`config.mk`:
```
export PLATFORM = sky130hd
export DESIGN_NAME = csi_sequence_parser_flat
export DESIGN_NICKNAME = d
export VERILOG_FILES = /design/src/rtl/csi_sequence_parser_if.sv /design/src/rtl/csi_sequence_parser.sv /design/src/flat_wrapper.sv
export SDC_FILE = /design/constraint.sdc
export NUM_CORES = 1
export LEC_CHECK = 0
export ABC_AREA = 1
export CAP_MARGIN = 5
export CELL_PAD_IN_SITES_DETAIL_PLACEMENT = 2
export CELL_PAD_IN_SITES_GLOBAL_PLACEMENT = 2
export CORE_ASPECT_RATIO = 0.9
export CORE_MARGIN = 1.5
export CORE_UTILIZATION = 36
export CTS_BUF_LIST = sky130_fd_sc_hd__clkbuf_8
export CTS_CLUSTER_SIZE = 10
export DETAILED_ROUTE_END_ITERATION = 16
export GPL_TIMING_DRIVEN = 0
export HOLD_SLACK_MARGIN = 0.03
export PLACE_DENSITY = 0.81
export SLEW_MARGIN = 20
export SYNTH_ARGS = -nofsm -noshare
export SYNTH_HDL_FRONTEND = slang
export SYNTH_SLANG_ARGS = --single-unit
```
`constraint.sdc`:
```
create_clock -name clk -period 4.86 [get_ports clk]
set_clock_uncertainty 0.1 [all_clocks]
set_input_delay 0.972 -clock clk [delete_from_list [all_inputs] [get_ports clk]]
set_output_delay 0.972 -clock clk [all_outputs]
set_load 0.05 [all_outputs]
```
`src/rtl/csi_sequence_parser_if.sv`:
```
// Byte-in / command-record-out bundle for csi_sequence_parser.
// master: the parser side; slave: the UART feeder plus the command consumer.
interface csi_sequence_parser_if #(
  parameter int PARAM_W    = 8,
  parameter int MAX_PARAMS = 4
);
  localparam int NP_W = $clog2(MAX_PARAMS + 1);

  logic [7:0]                    in_data;
  logic                          in_valid;
  logic                          in_ready;
  logic                          cmd_valid;
  logic                          cmd_ready;
  logic [1:0]                    cmd_kind;
  logic [7:0]                    cmd_final;
  logic [7:0]                    cmd_inter;
  logic [7:0]                    cmd_private;
  logic [NP_W-1:0]               cmd_nparams;
  logic [MAX_PARAMS*PARAM_W-1:0] cmd_params;
  logic [MAX_PARAMS-1:0]         cmd_default;
  logic                          cmd_overflow;

  modport master (
    input  in_data, in_valid, cmd_ready,
    output in_ready, cmd_valid, cmd_kind, cmd_final, cmd_inter, cmd_private,
           cmd_nparams, cmd_params, cmd_default, cmd_overflow
  );

  modport slave (
    output in_data, in_valid, cmd_ready,
    input  in_ready, cmd_valid, cmd_kind, cmd_final, cmd_inter, cmd_private,
           cmd_nparams, cmd_params, cmd_default, cmd_overflow
  );
endinterface

```
`src/rtl/csi_sequence_parser.sv`:
```
// VT100/ANSI byte-stream parser: PRINT / ESC / CSI records over valid/ready.
// Define CSI_PARSER_C1_EN to honour the 8-bit C1 controls 0x9B (CSI) and 0x9C (cancel).
module csi_sequence_parser #(
  parameter int PARAM_W    = 8,
  parameter int MAX_PARAMS = 4
) (
  input  logic                   clk,
  input  logic                   rst,
  csi_sequence_parser_if.master  bus
);
  localparam int NP_W   = $clog2(MAX_PARAMS + 1);
  localparam int WIDE_W = PARAM_W + 4;
  localparam logic [NP_W-1:0]   NP_MAX  = NP_W'(MAX_PARAMS);
  localparam logic [NP_W-1:0]   NP_LAST = NP_W'(MAX_PARAMS - 1);
  localparam logic [WIDE_W-1:0] SAT     = {4'b0, {PARAM_W{1'b1}}};

  typedef enum logic [2:0] {
    GROUND, ESCAPE, ESC_INTER, CSI_ENTRY, CSI_PARAM, CSI_INTER, CSI_IGNORE
  } state_t;

  typedef enum logic [1:0] {KIND_PRINT = 2'd0, KIND_ESC = 2'd1, KIND_CSI = 2'd2} kind_t;

  state_t              state_q, state_d;
  logic [PARAM_W-1:0]  params_q [MAX_PARAMS];
  logic [PARAM_W-1:0]  params_d [MAX_PARAMS];
  logic [MAX_PARAMS-1:0] has_digit_q, has_digit_d;
  logic [NP_W-1:0]     idx_q, idx_d;
  logic                seen_q, seen_d, have_inter_q, have_inter_d, ovf_q, ovf_d;
  logic [7:0]          inter_q, inter_d, private_q, private_d;

  logic        accept, emit, clear;
  kind_t       emit_kind;
  logic [7:0]  b;
  logic [WIDE_W-1:0] wide;
  logic [NP_W-1:0]   nparams;
  logic [MAX_PARAMS*PARAM_W-1:0] params_flat;
  logic is_c0, is_inter, is_digit, is_semi, is_colon, is_private, is_final, is_high;
  logic is_cancel, is_c1_csi;

  assign b            = bus.in_data;
  assign bus.in_ready = !bus.cmd_valid || bus.cmd_ready;
  assign accept       = bus.in_valid && bus.in_ready;

  assign is_c0      = b < 8'h20;
  assign is_inter   = (b >= 8'h20) && (b <= 8'h2F);
  assign is_digit   = (b >= 8'h30) && (b <= 8'h39);
  assign is_colon   = b == 8'h3A;
  assign is_semi    = b == 8'h3B;
  assign is_private = (b >= 8'h3C) && (b <= 8'h3F);
  assign is_final   = (b >= 8'h40) && (b <= 8'h7E);
  assign is_high    = b >= 8'h7F;

`ifdef CSI_PARSER_C1_EN
  assign is_cancel = (b == 8'h18) || (b == 8'h1A) || (b == 8'h9C);
  assign is_c1_csi = b == 8'h9B;
`else
  assign is_cancel = (b == 8'h18) || (b == 8'h1A);
  assign is_c1_csi = 1'b0;
`endif

  always_comb begin
    // NOTE: every variable gets its default first, so no path can infer a latch.
    state_d      = state_q;
    params_d     = params_q;
    has_digit_d  = has_digit_q;
    idx_d        = idx_q;
    seen_d       = seen_q;
    inter_d      = inter_q;
    have_inter_d = have_inter_q;
    private_d    = private_q;
    ovf_d        = ovf_q;
    emit         = 1'b0;
    emit_kind    = KIND_PRINT;
    clear        = 1'b0;
    wide         = '0;

    if (accept) begin
      if (is_cancel) begin
        state_d = GROUND;
        clear   = 1'b1;
      end else if (b == 8'h1B) begin
        state_d = ESCAPE;
        clear   = 1'b1;
      end else if (is_c1_csi) begin
        state_d = CSI_ENTRY;
        clear   = 1'b1;
      end else if (state_q == GROUND || is_c0) begin
        emit = 1'b1;
      end else if (!is_high) begin
        case (state_q)
          ESCAPE, ESC_INTER: begin
            if (state_q == ESCAPE && b == 8'h5B) begin
              state_d = CSI_ENTRY;
            end else if (is_inter) begin
              inter_d      = b;
              have_inter_d = 1'b1;
              ovf_d        = ovf_q | have_inter_q;
              state_d      = ESC_INTER;
            end else begin
              emit      = 1'b1;
              emit_kind = KIND_ESC;
              clear     = 1'b1;
              state_d   = GROUND;
            end
          end
          CSI_ENTRY, CSI_PARAM: begin
            if (state_q == CSI_ENTRY && is_private) begin
              private_d = b;
              state_d   = CSI_PARAM;
            end else if (is_digit) begin
              seen_d  = 1'b1;
              state_d = CSI_PARAM;
              // Fields past the last slot match no index, so their digits vanish.
              for (int i = 0; i < MAX_PARAMS; i++) begin
                if (idx_q == NP_W'(i)) begin
                  wide = ({4'b0, params_q[i]} << 3) + ({4'b0, params_q[i]} << 1)
                       + WIDE_W'(b[3:0]);
                  has_digit_d[i] = 1'b1;
                  if (wide > SAT) begin
                    params_d[i] = {PARAM_W{1'b1}};
                    ovf_d       = 1'b1;
                  end else begin
                    params_d[i] = wide[PARAM_W-1:0];
                  end
                end
              end
            end else if (is_semi) begin
              seen_d  = 1'b1;
              state_d = CSI_PARAM;
              if (idx_q < NP_MAX) begin
                idx_d = idx_q + 1'b1;
                if (idx_q == NP_LAST) ovf_d = 1'b1;
              end
            end else if (is_colon || is_private) begin
              state_d = CSI_IGNORE;
            end else if (is_inter) begin
              inter_d      = b;
              have_inter_d = 1'b1;
              ovf_d        = ovf_q | have_inter_q;
              state_d      = CSI_INTER;
            end else begin
              emit      = 1'b1;
              emit_kind = KIND_CSI;
              clear     = 1'b1;
              state_d   = GROUND;
            end
          end
          CSI_INTER: begin
            if (is_inter) begin
              inter_d      = b;
              have_inter_d = 1'b1;
              ovf_d        = ovf_q | have_inter_q;
            end else if (b < 8'h40) begin
              state_d = CSI_IGNORE;
            end else begin
              emit      = 1'b1;
              emit_kind = KIND_CSI;
              clear     = 1'b1;
              state_d   = GROUND;
            end
          end
          CSI_IGNORE: begin
            if (is_final) begin
              state_d = GROUND;
              clear   = 1'b1;
            end
          end
          default: state_d = GROUND;
        endcase
      end
    end

    if (clear) begin
      for (int i = 0; i < MAX_PARAMS; i++) params_d[i] = '0;
      has_digit_d  = '0;
      idx_d        = '0;
      seen_d       = 1'b0;
      inter_d      = '0;
      have_inter_d = 1'b0;
      private_d    = '0;
      ovf_d        = 1'b0;
    end
  end

  assign nparams = !seen_q ? '0 : ((idx_q == NP_MAX) ? NP_MAX : idx_q + 1'b1);

  always_comb begin
    params_flat = '0;
    for (int i = 0; i < MAX_PARAMS; i++) params_flat[i*PARAM_W +: PARAM_W] = params_q[i];
  end

  always_ff @(posedge clk or posedge rst) begin
    if (rst) begin
      // NOTE: the parameter slots are a handful of flops, not a RAM, so they reset with the rest.
      state_q      <= GROUND;
      for (int i = 0; i < MAX_PARAMS; i++) params_q[i] <= '0;
      has_digit_q  <= '0;
      idx_q        <= '0;
      seen_q       <= 1'b0;
      inter_q      <= '0;
      have_inter_q <= 1'b0;
      private_q    <= '0;
      ovf_q        <= 1'b0;
    end else begin
      // NOTE: non-blocking updates keep every register sampling pre-edge values.
      state_q      <= state_d;
      params_q     <= params_d;
      has_digit_q  <= has_digit_d;
      idx_q        <= idx_d;
      seen_q       <= seen_d;
      inter_q      <= inter_d;
      have_inter_q <= have_inter_d;
      private_q    <= private_d;
      ovf_q        <= ovf_d;
    end
  end

  // ESC records reuse the CSI path: their params/private are already clear.
  always_ff @(posedge clk or posedge rst) begin
    if (rst) begin
      bus.cmd_valid    <= 1'b0;
      bus.cmd_kind     <= '0;
      bus.cmd_final    <= '0;
      bus.cmd_inter    <= '0;
      bus.cmd_private  <= '0;
      bus.cmd_nparams  <= '0;
      bus.cmd_params   <= '0;
      bus.cmd_default  <= '1;
      bus.cmd_overflow <= 1'b0;
    end else if (accept && emit) begin
      bus.cmd_valid <= 1'b1;
      bus.cmd_kind  <= emit_kind;
      bus.cmd_final <= b;
      if (emit_kind == KIND_PRINT) begin
        bus.cmd_inter    <= '0;
        bus.cmd_private  <= '0;
        bus.cmd_nparams  <= '0;
        bus.cmd_params   <= '0;
        bus.cmd_default  <= '1;
        bus.cmd_overflow <= 1'b0;
      end else begin
        bus.cmd_inter    <= inter_q;
        bus.cmd_private  <= private_q;
        bus.cmd_nparams  <= nparams;
        bus.cmd_params   <= params_flat;
        bus.cmd_default  <= ~has_digit_q;
        bus.cmd_overflow <= ovf_q;
      end
    end else if (bus.cmd_ready) begin
      bus.cmd_valid <= 1'b0;
    end
  end
endmodule

```
`src/flat_wrapper.sv`:
```
// flat-port wrapper written by rule: the top's interface ports become plain ports
module csi_sequence_parser_flat 
#(
  parameter int PARAM_W    = 8,
  parameter int MAX_PARAMS = 4
)
  (clk, rst, bus_in_data, bus_in_valid, bus_cmd_ready, bus_in_ready, bus_cmd_valid, bus_cmd_kind, bus_cmd_final, bus_cmd_inter, bus_cmd_private, bus_cmd_nparams, bus_cmd_params, bus_cmd_default, bus_cmd_overflow);
  csi_sequence_parser_if #(.PARAM_W(PARAM_W), .MAX_PARAMS(MAX_PARAMS)) bus_i ();
  input  logic clk;
  input  logic rst;
  input wire logic [$bits(bus_i.in_data)-1:0] bus_in_data;
  input wire logic [$bits(bus_i.in_valid)-1:0] bus_in_valid;
  input wire logic [$bits(bus_i.cmd_ready)-1:0] bus_cmd_ready;
  output wire logic [$bits(bus_i.in_ready)-1:0] bus_in_ready;
  output wire logic [$bits(bus_i.cmd_valid)-1:0] bus_cmd_valid;
  output wire logic [$bits(bus_i.cmd_kind)-1:0] bus_cmd_kind;
  output wire logic [$bits(bus_i.cmd_final)-1:0] bus_cmd_final;
  output wire logic [$bits(bus_i.cmd_inter)-1:0] bus_cmd_inter;
  output wire logic [$bits(bus_i.cmd_private)-1:0] bus_cmd_private;
  output wire logic [$bits(bus_i.cmd_nparams)-1:0] bus_cmd_nparams;
  output wire logic [$bits(bus_i.cmd_params)-1:0] bus_cmd_params;
  output wire logic [$bits(bus_i.cmd_default)-1:0] bus_cmd_default;
  output wire logic [$bits(bus_i.cmd_overflow)-1:0] bus_cmd_overflow;
  assign bus_i.in_data = bus_in_data;
  assign bus_i.in_valid = bus_in_valid;
  assign bus_i.cmd_ready = bus_cmd_ready;
  assign bus_in_ready = bus_i.in_ready;
  assign bus_cmd_valid = bus_i.cmd_valid;
  assign bus_cmd_kind = bus_i.cmd_kind;
  assign bus_cmd_final = bus_i.cmd_final;
  assign bus_cmd_inter = bus_i.cmd_inter;
  assign bus_cmd_private = bus_i.cmd_private;
  assign bus_cmd_nparams = bus_i.cmd_nparams;
  assign bus_cmd_params = bus_i.cmd_params;
  assign bus_cmd_default = bus_i.cmd_default;
  assign bus_cmd_overflow = bus_i.cmd_overflow;
  csi_sequence_parser #(.PARAM_W(PARAM_W), .MAX_PARAMS(MAX_PARAMS)) u_core (.clk(clk), .rst(rst), .bus(bus_i));
endmodule
```
==> results of run 1 <==
==> critical path, stage by stage <==
cell             delay [ps]
clkdlybuf4s50_1         900
fa_1                    810
inv_1                    80
fa_1                    440
inv_1                   100
nand4_1                 110
nand3_1                 100
o21ai_0                 120
nor2_1                  290
inv_1                   160
o21ai_0                 310
o21ai_2                 100
==> cells in the mapped netlist (8+ instances only) <==
master	n	share of area (%)
a22o_1	40	4.6
o21ai_2	22	2.6
nand4_1	24	2.0
dfrtp_1	124	41
ha_1	65	11
nand2_1	194	9.7
nand2_2	10	0.83
o21ai_0	56	3.7
fa_1	8	2.1
nand3_1	33	2.2
buf_2	11	0.73
inv_1	93	4.6
a21oi_1	41	2.7
nor2_1	67	3.3
==> report_power, final <==
part | internal (W) | switching [W] | leakage (nW) | total (W)
clock network | 0.000462 | 0.000491 | 0.196 | 0.000953
registers | 0.00109 | 0.0000125 | 1.72 | 0.00110
logic | 0.0000604 | 0.000159 | 2.82 | 0.000220
total | 0.00161 | 0.000663 | 4.74 | 0.00227
==> path summary, 6_finish.rpt <==
check                      cells past startpoint  slack, ps                        end
max                                           12        590     u_core.params_flat[25]
min                                            1        320  u_core.bus.cmd_default[1]
max reg2reg                                   11       1770     u_core.params_flat[25]
min reg2reg                                    1        320  u_core.bus.cmd_default[1]
max in group asynchronous                      3       3080  u_core.bus.cmd_default[0]
min in group asynchronous                      2        770  u_core.bus.cmd_params[21]
==> metal layers <==
metal	wire length (µm)	up-vias	track usage (%)	share of wire (%)
li1	-	3083	-	-
met1	11300	3344	31.1	46
met2	12500	91	41.9	51
met3	545	24	3.22	2.2
met4	306	0	6.17	1.2
met5	0	-	0	0
==> logic make-up after synthesis <==
kind of cell    count (synthesis)
compound gates                174
xor+xnor                       12
fa+ha+maj                      73
buf+inv                       119
flops                         128
simple gates                  354
==> flip-flops by register name (all words and copies together), names as in the netlist <==
signal and count:
u_core.bus.cmd_nparams 3, u_core.bus.cmd_params 32, u_core.have_inter_q 1, u_core.ovf_q 1, u_core.bus.cmd_kind 2, u_core.bus.cmd_default 4
u_core.inter_q 8, u_core.idx_q 3, u_core.params_flat 32, u_core.private_q 8, u_core.bus.cmd_inter 8, u_core.has_digit_q 4
u_core.seen_q 1, u_core.bus.cmd_final 8, u_core.bus.cmd_overflow 1, u_core.bus.cmd_private 8, u_core.bus.cmd_valid 1, u_core.state_q 3
==> per-stage QoR <==
stage	instances	TNS, ps
finish	1258	0
global route	1258	0
CTS	1258	0
detailed placement	1226	0
global placement	1225	-201720
floorplan	860	0
==> cell type report <==
cell class | instances | area (µm²) | share of cell area (%)
inverters | 100 | 383 | 4.20
multi-input cells | 613 | 3830 | 42.0
well taps | 286 | 358 | 3.92
plain buffers | 19 | 126 | 1.38
flip-flops and latches | 128 | 3210 | 35.2
clock buffers | 17 | 234 | 2.56
repair buffers | 80 | 818 | 8.97
clock inverters | 15 | 164 | 1.80
==> results.yml, run 1 <==
status:
  status: "complete, no violations"
timing:
  min_period_ps: 4270
  period_share_pct: 87.8
  timing.final.hold_violations: 0
  fmax_mhz: 234
  worstMarginPinSlew_ps: 963
  layout_setup_ws_ps: 593
  setup_violations: 0
  rsz0062_at_grt: "no"
  holdWs_ps: 316
  report.final.slew_viol_count: 0
  slew_headroom_pct: 35.5
synthesis:
  synth_compound_area_share_pct: 15.2
  syn_area_um2: 7540
  yosys.area_share.adder_pct: 12.9
  avgSynthCellArea_um2: 8.77
  ys_types: 41
  synth-edff-count: 0
  yosys_warnings: 0
  synthXorXnorAreaFrac_pct: 1.39
  async_flop_share_pct: 100
  ys_ff_latch: 128
  synthMuxAreaShare_pct: 0
  synth_top_family_by_area: "simple AND/OR/NAND/NOR gates"
  synth_simple_gate_area_share_pct: 21.3
  syn_inst: 860
  syn-num-nets: 945
  ys_seq_area_share_pct: 42.5
  synth_flop_cell: "dfrtp_1"
setup_path:
  r2r_start: "u_core.params_flat[24]"
  path_class: "in2reg"
  start_kind: "input port"
  cp.arrival_ps: 4520
  crit_fanout: 9
  crit_start: "bus_in_data[3]"
  endpoint_kind: "register"
  cp.required_ps: 5110
route:
  vias_per_cell: 5.20
  drtIter0Drc: 262
  ant_nets: 0
  drt-wirelength-per-cell_um: 19.6
  drc: 0
  drt_first_pass_iters: 4
  vias: 6542
  totalWireLength_mm: 24.7
cts:
  cts_root_buf: "clkbuf_8"
  cts_tree: "yes"
  cts-resized-gates: 0
  cts_hold_buf: 0
  cts_sinks: 128
  cts_setup_buffers: 0
  clock_latency_ps: 470
  htreeDepth: 4
  cts_buffers: 17
  clk_path_buf_depth: 2
  clk_pin_slew_ps: 80
global_route:
  grt_pass1_vias: 7282
  gr-total-overflow: 0
  grt_max_degree: 93
  gr-usage-all-layers_pct: 23.9
  grt_antenna_before_repair: 0
  grt_pass1_wl_mm: 40.2
power:
  p_per_area_nw_per_um2: 249
  fin_total_pwr_w: 0.00227
  irDropWorstVdd_uv: 148
  power_leakage_nw: 4.74
cells_and_area:
  syn2layout_area_growth_pct: 21.0
  fill_cells: 2271
  layout_common_cells: "nand2_1, dfrtp_1, inv_1"
  post-route-util_pct: 44.1
  final_area_um2: 9130
  final_common_cell: "nand2_1"
  diodes: 0
  nets: 1044
  drive_gt1_share_pct: 11.8
floorplan:
  die_w_um: 156
  die-area_um2: 21800
  initial_core_util_pct: 36.4
  core-area_um2: 20700
  row_count: 50
  ios: 80
  die_y_um: 140
place:
  place_area_um2: 8730
  post-place-ws_ps: 134
  io_buffers: 79
  gp_congestion: 0.831
  hpwl_mm: 17.9
flow_run:
  maxCapViolations: 0
worst_hold_path:
  holdCritPathClass: "reg2reg"
  min_from: "u_core.has_digit_q[1]"
Power figures use the tool's default switching activity.
==> run 2: changes to the inputs <==
--- a/config.mk
+++ b/config.mk
@@ -9,7 +9,6 @@
 export CAP_MARGIN = 5
 export CELL_PAD_IN_SITES_DETAIL_PLACEMENT = 2
 export CELL_PAD_IN_SITES_GLOBAL_PLACEMENT = 2
-export CORE_ASPECT_RATIO = 0.9
 export CORE_MARGIN = 1.5
 export CORE_UTILIZATION = 36
 export CTS_BUF_LIST = sky130_fd_sc_hd__clkbuf_8
==> run 2 against run 1 <==
Compared with the run above:
- core utilization up 0.70 points
- register-to-register slack better by 80 ps
- critical path depth up 2
- sequential cell count unchanged
- combinational power about the same
- non-clock buffer count unchanged
- hold slack better by 3.8 ps
- via count down 1.2%
- clock power up 4.3%
- clock-buffer cell count unchanged
- cell area about the same
- first-iteration DRC count down 25%
- critical path type unchanged
- critical endpoint is now u_core.params_flat[20]
- largest power group unchanged
==> results.yml, run 2 (same netlist as run 1, synthesis figures left out) <==
global_route:
  use_met1_pct: 29.9
  grt_max_degree: 86
  grt_antenna_before_repair: 0
  grt_use_met2_pct: 40.8
  gr-usage-all-layers_pct: 23.3
  grt_pass1_wl_mm: 39.2
  grt_pass1_vias: 7131
  met3_usage_pct: 3.36
  top_usage_layer: "met2"
  gr-total-overflow: 0
timing:
  fmax_mhz: 243
  worstMarginPinSlew_ps: 826
  tns_ps: 0
  report.final.slew_viol_count: 0
  timing.final.hold_violations: 0
  period_share_pct: 84.7
  setup_violations: 0
  min_period_ps: 4120
  rsz0062_at_grt: "no"
  slew_headroom_pct: 44.7
setup_path:
  crit_fanout: 9
  cp_cell_sequence: "clkdlybuf4s50_1 -> fa_1 -> inv_1 -> fa_1 -> inv_1 -> nand4_1 -> nand3_1 -> nand2_1 -> nand2_1 -> nor2_1 -> nand2_1 -> a21oi_1 -> or2_2 -> o21ai_2"
  cp.required_ps: 5170
  r2r_slack_ps: 1850
  start_kind: "input port"
  endpoint_kind: "register"
  path_buf_inv: 3
  cpMaxStageDelayCell: "clkdlybuf4s50_1"
  reg2reg_depth: 13
  cpMostUsedCell: "nand2_1"
  path_class: "in2reg"
  cp_slowest_stage_delay_ps: 840
  cp.arrival_ps: 4420
  cp.depth: 14
  cp_top_family: "adder cells"
power:
  irDropWorstVdd_uv: 167
  p_per_area_nw_per_um2: 254
  power_leakage_nw: 4.74
route:
  vias_per_cell: 5.20
  drt-wirelength-per-cell_um: 19.3
  vias: 6463
  totalWireLength_mm: 24.0
  drtIter0Drc: 197
  drc: 0
  ant_nets: 0
  drt_first_pass_iters: 4
cts:
  cts_root_buf: "clkbuf_8"
  htreeDepth: 4
  cts_tree: "yes"
  cts_sinks: 128
  cts_hold_buf: 0
  clk_path_buf_depth: 2
  clk_pin_slew_ps: 80
  clock_latency_ps: 480
  cts-resized-gates: 0
  cts_buffers: 17
  cts_setup_buffers: 0
cells_and_area:
  final_common_cell: "nand2_1"
  syn2layout_area_growth_pct: 20.8
  finalNonFillerCells: 1242
  diodes: 0
  fill_cells: 2249
  post-route-util_pct: 44.8
  layout_common_cells: "nand2_1, dfrtp_1, inv_1"
  drive_gt1_share_pct: 11.9
  nets: 1044
place:
  io_buffers: 79
  placed_cells: 1210
  hpwl_mm: 17.5
  gp_congestion: 0.827
floorplan:
  initial_core_util_pct: 37.0
  core-area_um2: 20400
  die_y_um: 148
  row_count: 52
  ios: 80
  die_w_um: 148
  die-area_um2: 21800
worst_hold_path:
  holdCritPathClass: "reg2reg"
  worstHoldPathCells: 1
flow_run:
  maxCapViolations: 0
status:
  status: "complete, no violations"
==> run 2: changes by cell type in the layout (fill, tap and decap cells not counted), sizes merged <==
cell    before  now
clkinv       7    4
inv        103  106
==> run 2: routing by layer <==
layer | share of wire, % | vias to the layer above
met5 | 0 | -
met4 | 1.3 | 0
met3 | 2.4 | 18
met2 | 51 | 75
met1 | 45 | 3293
li1 | - | 3077
==> run 2: worst paths after layout <==
check                                  startpoint                        end
min reg2reg                 u_core.has_digit_q[3]  u_core.bus.cmd_default[3]
min in group asynchronous                     rst  u_core.bus.cmd_params[21]
min                         u_core.has_digit_q[3]  u_core.bus.cmd_default[3]
max in group asynchronous                     rst  u_core.bus.cmd_default[1]
max                                bus_in_data[3]     u_core.params_flat[20]
max reg2reg                u_core.params_flat[16]     u_core.params_flat[20]
==> run 2: power by group <==
part	internal [W]	total, W	switching [W]	leakage, nW
registers	0.00109	0.00110	0.0000128	1.72
logic	0.0000602	0.000218	0.000158	2.82
clock network	0.000472	0.000994	0.000523	0.198
==> run 2: layout make-up <==
class                      count  area, µm²  area share (%)
buffer                        19        126            1.39
clock buffer                  17        234            2.57
clock inverter                15        175            1.92
inverter                     100        383            4.20
multi-input combinational    613       3830            42.1
sequential                   128       3210            35.2
tap                          270        338            3.71
timing repair buffer          80        818            8.97
==> run 2: through the flow <==
stage               hold slack [ps]  cell area, µm²  power [W]  setup WS [ps]
floorplan                       283            7540    0.00125            382
global placement                294            8670    0.00133          -1610
detailed placement              307            8710    0.00134            229
CTS                             322            9120    0.00234            717
global route                    344            9120    0.00240            546
finish                          319            9120    0.00232            745
==> run 3: changes to the inputs <==
--- a/config.mk
+++ b/config.mk
@@ -10,13 +10,13 @@
 export CELL_PAD_IN_SITES_DETAIL_PLACEMENT = 2
 export CELL_PAD_IN_SITES_GLOBAL_PLACEMENT = 2
 export CORE_MARGIN = 1.5
-export CORE_UTILIZATION = 36
+export CORE_UTILIZATION = 33
 export CTS_BUF_LIST = sky130_fd_sc_hd__clkbuf_8
 export CTS_CLUSTER_SIZE = 10
 export DETAILED_ROUTE_END_ITERATION = 16
 export GPL_TIMING_DRIVEN = 0
 export HOLD_SLACK_MARGIN = 0.03
-export PLACE_DENSITY = 0.81
+export PLACE_DENSITY = 0.78
 export SLEW_MARGIN = 20
 export SYNTH_ARGS = -nofsm -noshare
 export SYNTH_HDL_FRONTEND = slang
==> constraint.sdc (replaced) <==
create_clock -name clk -period 3.6 [get_ports clk]
set_clock_uncertainty 0.1 [all_clocks]
set_input_delay 0.72 -clock clk [delete_from_list [all_inputs] [get_ports clk]]
set_output_delay 0.72 -clock clk [all_outputs]
set_load 0.05 [all_outputs]
==> run 3 against run 2 <==
Compared with the run above:
- global-route usage fell by 1.8 points
- setup slack got worse by 320 ps
- sequential share of layout area decreased by 0.14 points
- first-iteration DRC count rose by 40%
- via count increased by 0.74%
- die area up 8.9%
- combinational power rose by 39%
- clock-buffer cell count is the same
- hold slack gained 3.0 ps
==> results.yml, run 3 (same netlist as run 1, synthesis figures left out) <==
status:
  status: "complete, no violations"
timing:
  period_share_pct: 88.1
  worstMarginPinSlew_ps: 773
  report.final.slew_viol_count: 0
  slew_headroom_pct: 48.0
  timing.final.hold_violations: 0
  setup_violations: 0
  min_period_ps: 3170
  tns_ps: 0
  fmax_mhz: 315
  rsz0062_at_grt: "no"
route:
  vias: 6511
  drtIter0Drc: 275
  drt-wirelength-per-cell_um: 19.2
  drt_first_pass_iters: 4
  vias_per_cell: 5.17
  drc: 0
  ant_nets: 0
  totalWireLength_mm: 24.2
cts:
  clock_latency_ps: 490
  cts_hold_buf: 0
  cts_sinks: 128
  cts_setup_buffers: 0
  cts_tree: "yes"
  cts_buffers: 17
  htreeDepth: 4
  clk_pin_slew_ps: 90
  cts_root_buf: "clkbuf_8"
  cts-resized-gates: 1
  clk_path_buf_depth: 2
global_route:
  gr-total-overflow: 0
  grt_pass1_wl_mm: 39.6
  grt_max_degree: 33
  grt_pass1_vias: 7112
  grt_antenna_before_repair: 0
  gr-usage-all-layers_pct: 21.5
cells_and_area:
  diodes: 0
  syn2layout_area_growth_pct: 21.3
  fill_cells: 2531
  final_area_um2: 9150
  final_common_cell: "nand2_1"
  drive_gt1_share_pct: 12.3
  nets: 1047
  layout_common_cells: "nand2_1, dfrtp_1, inv_1"
setup_path:
  cpMostUsedCell: "nand2_1"
  r2r_start: "u_core.params_flat[16]"
  cp_cell_sequence: "clkbuf_2 -> fa_1 -> inv_1 -> fa_1 -> inv_1 -> nand4_1 -> nand3_1 -> nand2_1 -> nand2_1 -> nor2_1 -> nand2_1 -> a21oi_1 -> or2_2 -> o21ai_2"
  cp.arrival_ps: 3480
  endpoint_kind: "register"
  r2r_slack_ps: 600
  cpMaxStageDelayCell: "fa_1"
  cp.required_ps: 3910
  start_kind: "input port"
  cp_slowest_stage_delay_ps: 660
  regToRegEndpoint: "u_core.params_flat[20]"
  crit_fanout: 9
  reg2reg_depth: 13
  path_class: "in2reg"
floorplan:
  row_count: 55
  die_w_um: 154
  die_y_um: 154
  die-area_um2: 23800
  ios: 80
  core-area_um2: 22500
  initial_core_util_pct: 33.5
flow_run:
  maxCapViolations: 0
worst_hold_path:
  holdCritPathClass: "reg2reg"
  min_from: "u_core.has_digit_q[0]"
  hold_end: "u_core.bus.cmd_default[0]"
  worstHoldPathCells: 1
power:
  p_per_area_nw_per_um2: 331
  irDropWorstVdd_uv: 134
  power_leakage_nw: 4.76
  fin_total_pwr_w: 0.00303
place:
  gp_congestion: 0.837
  io_buffers: 79
  place_area_um2: 8780
  hpwl_mm: 17.8
run 3: final cells by class:
cell class	count	area, µm²	area share (%)
timing repair buffer	83	871	9.51
buffer	19	126	1.38
sequential	128	3210	35.0
inverter	100	379	4.14
multi-input combinational	613	3830	41.9
clock inverter	15	144	1.57
clock buffer	17	234	2.56
tap	285	357	3.90
run 3: through the flow:
stage               util (%)  setup WS [ps]  std cells  hold slack, ps
floorplan                  -            701        860             283
global placement        38.6           -698       1224             299
detailed placement      39.0           -746       1228             306
CTS                     40.7           43.8       1260             325
global route            40.7            248       1260             345
finish                  40.7            428       1260             322
run 3: routing by layer:
metal / vias to the layer above / wire (µm) / GRT usage [%]
li1: 3084 / - / -
met5: - / 0 / 0
met4: 0 / 214 / 4.48
met2: 81 / 11900 / 36.5
met1: 3326 / 11500 / 28.7
met3: 20 / 593 / 3.87
run 3: power by group:
| group | internal, W | switching [W] | leakage [nW] | total (W) |
|---|---|---|---|---|
| clock | 0.000509 | 0.000730 | 0.181 | 0.00124 |
| sequential | 0.00147 | 0.0000172 | 1.72 | 0.00149 |
| combinational | 0.0000864 | 0.000216 | 2.86 | 0.000303 |
| total | 0.00207 | 0.000963 | 4.76 | 0.00303 |
run 3: how the worst max path moves through the flow:
stage	startpoint	end	slack, ps	cells after the start
6_report	bus_in_data[3]	u_core.params_flat[20]	430	14
3_5_place_dp	bus_in_data[3]	u_core.ovf_q	-750	16
5_1_grt	bus_in_data[3]	u_core.params_flat[25]	250	12
4_1_cts	bus_in_data[2]	u_core.params_flat[20]	40	15
3_3_place_gp	bus_in_data[3]	u_core.params_flat[31]	-700	12
2_1_floorplan	bus_in_data[3]	u_core.params_flat[20]	700	13
run 3: critical path, delay by kind of cell:
family                   cells  cell delay, ps
adder cells (fa/ha/maj)      2            1070
AO/OA/AOI/OAI                2             190
AND/OR/NAND/NOR              7             970
buffers and inverters        3             490
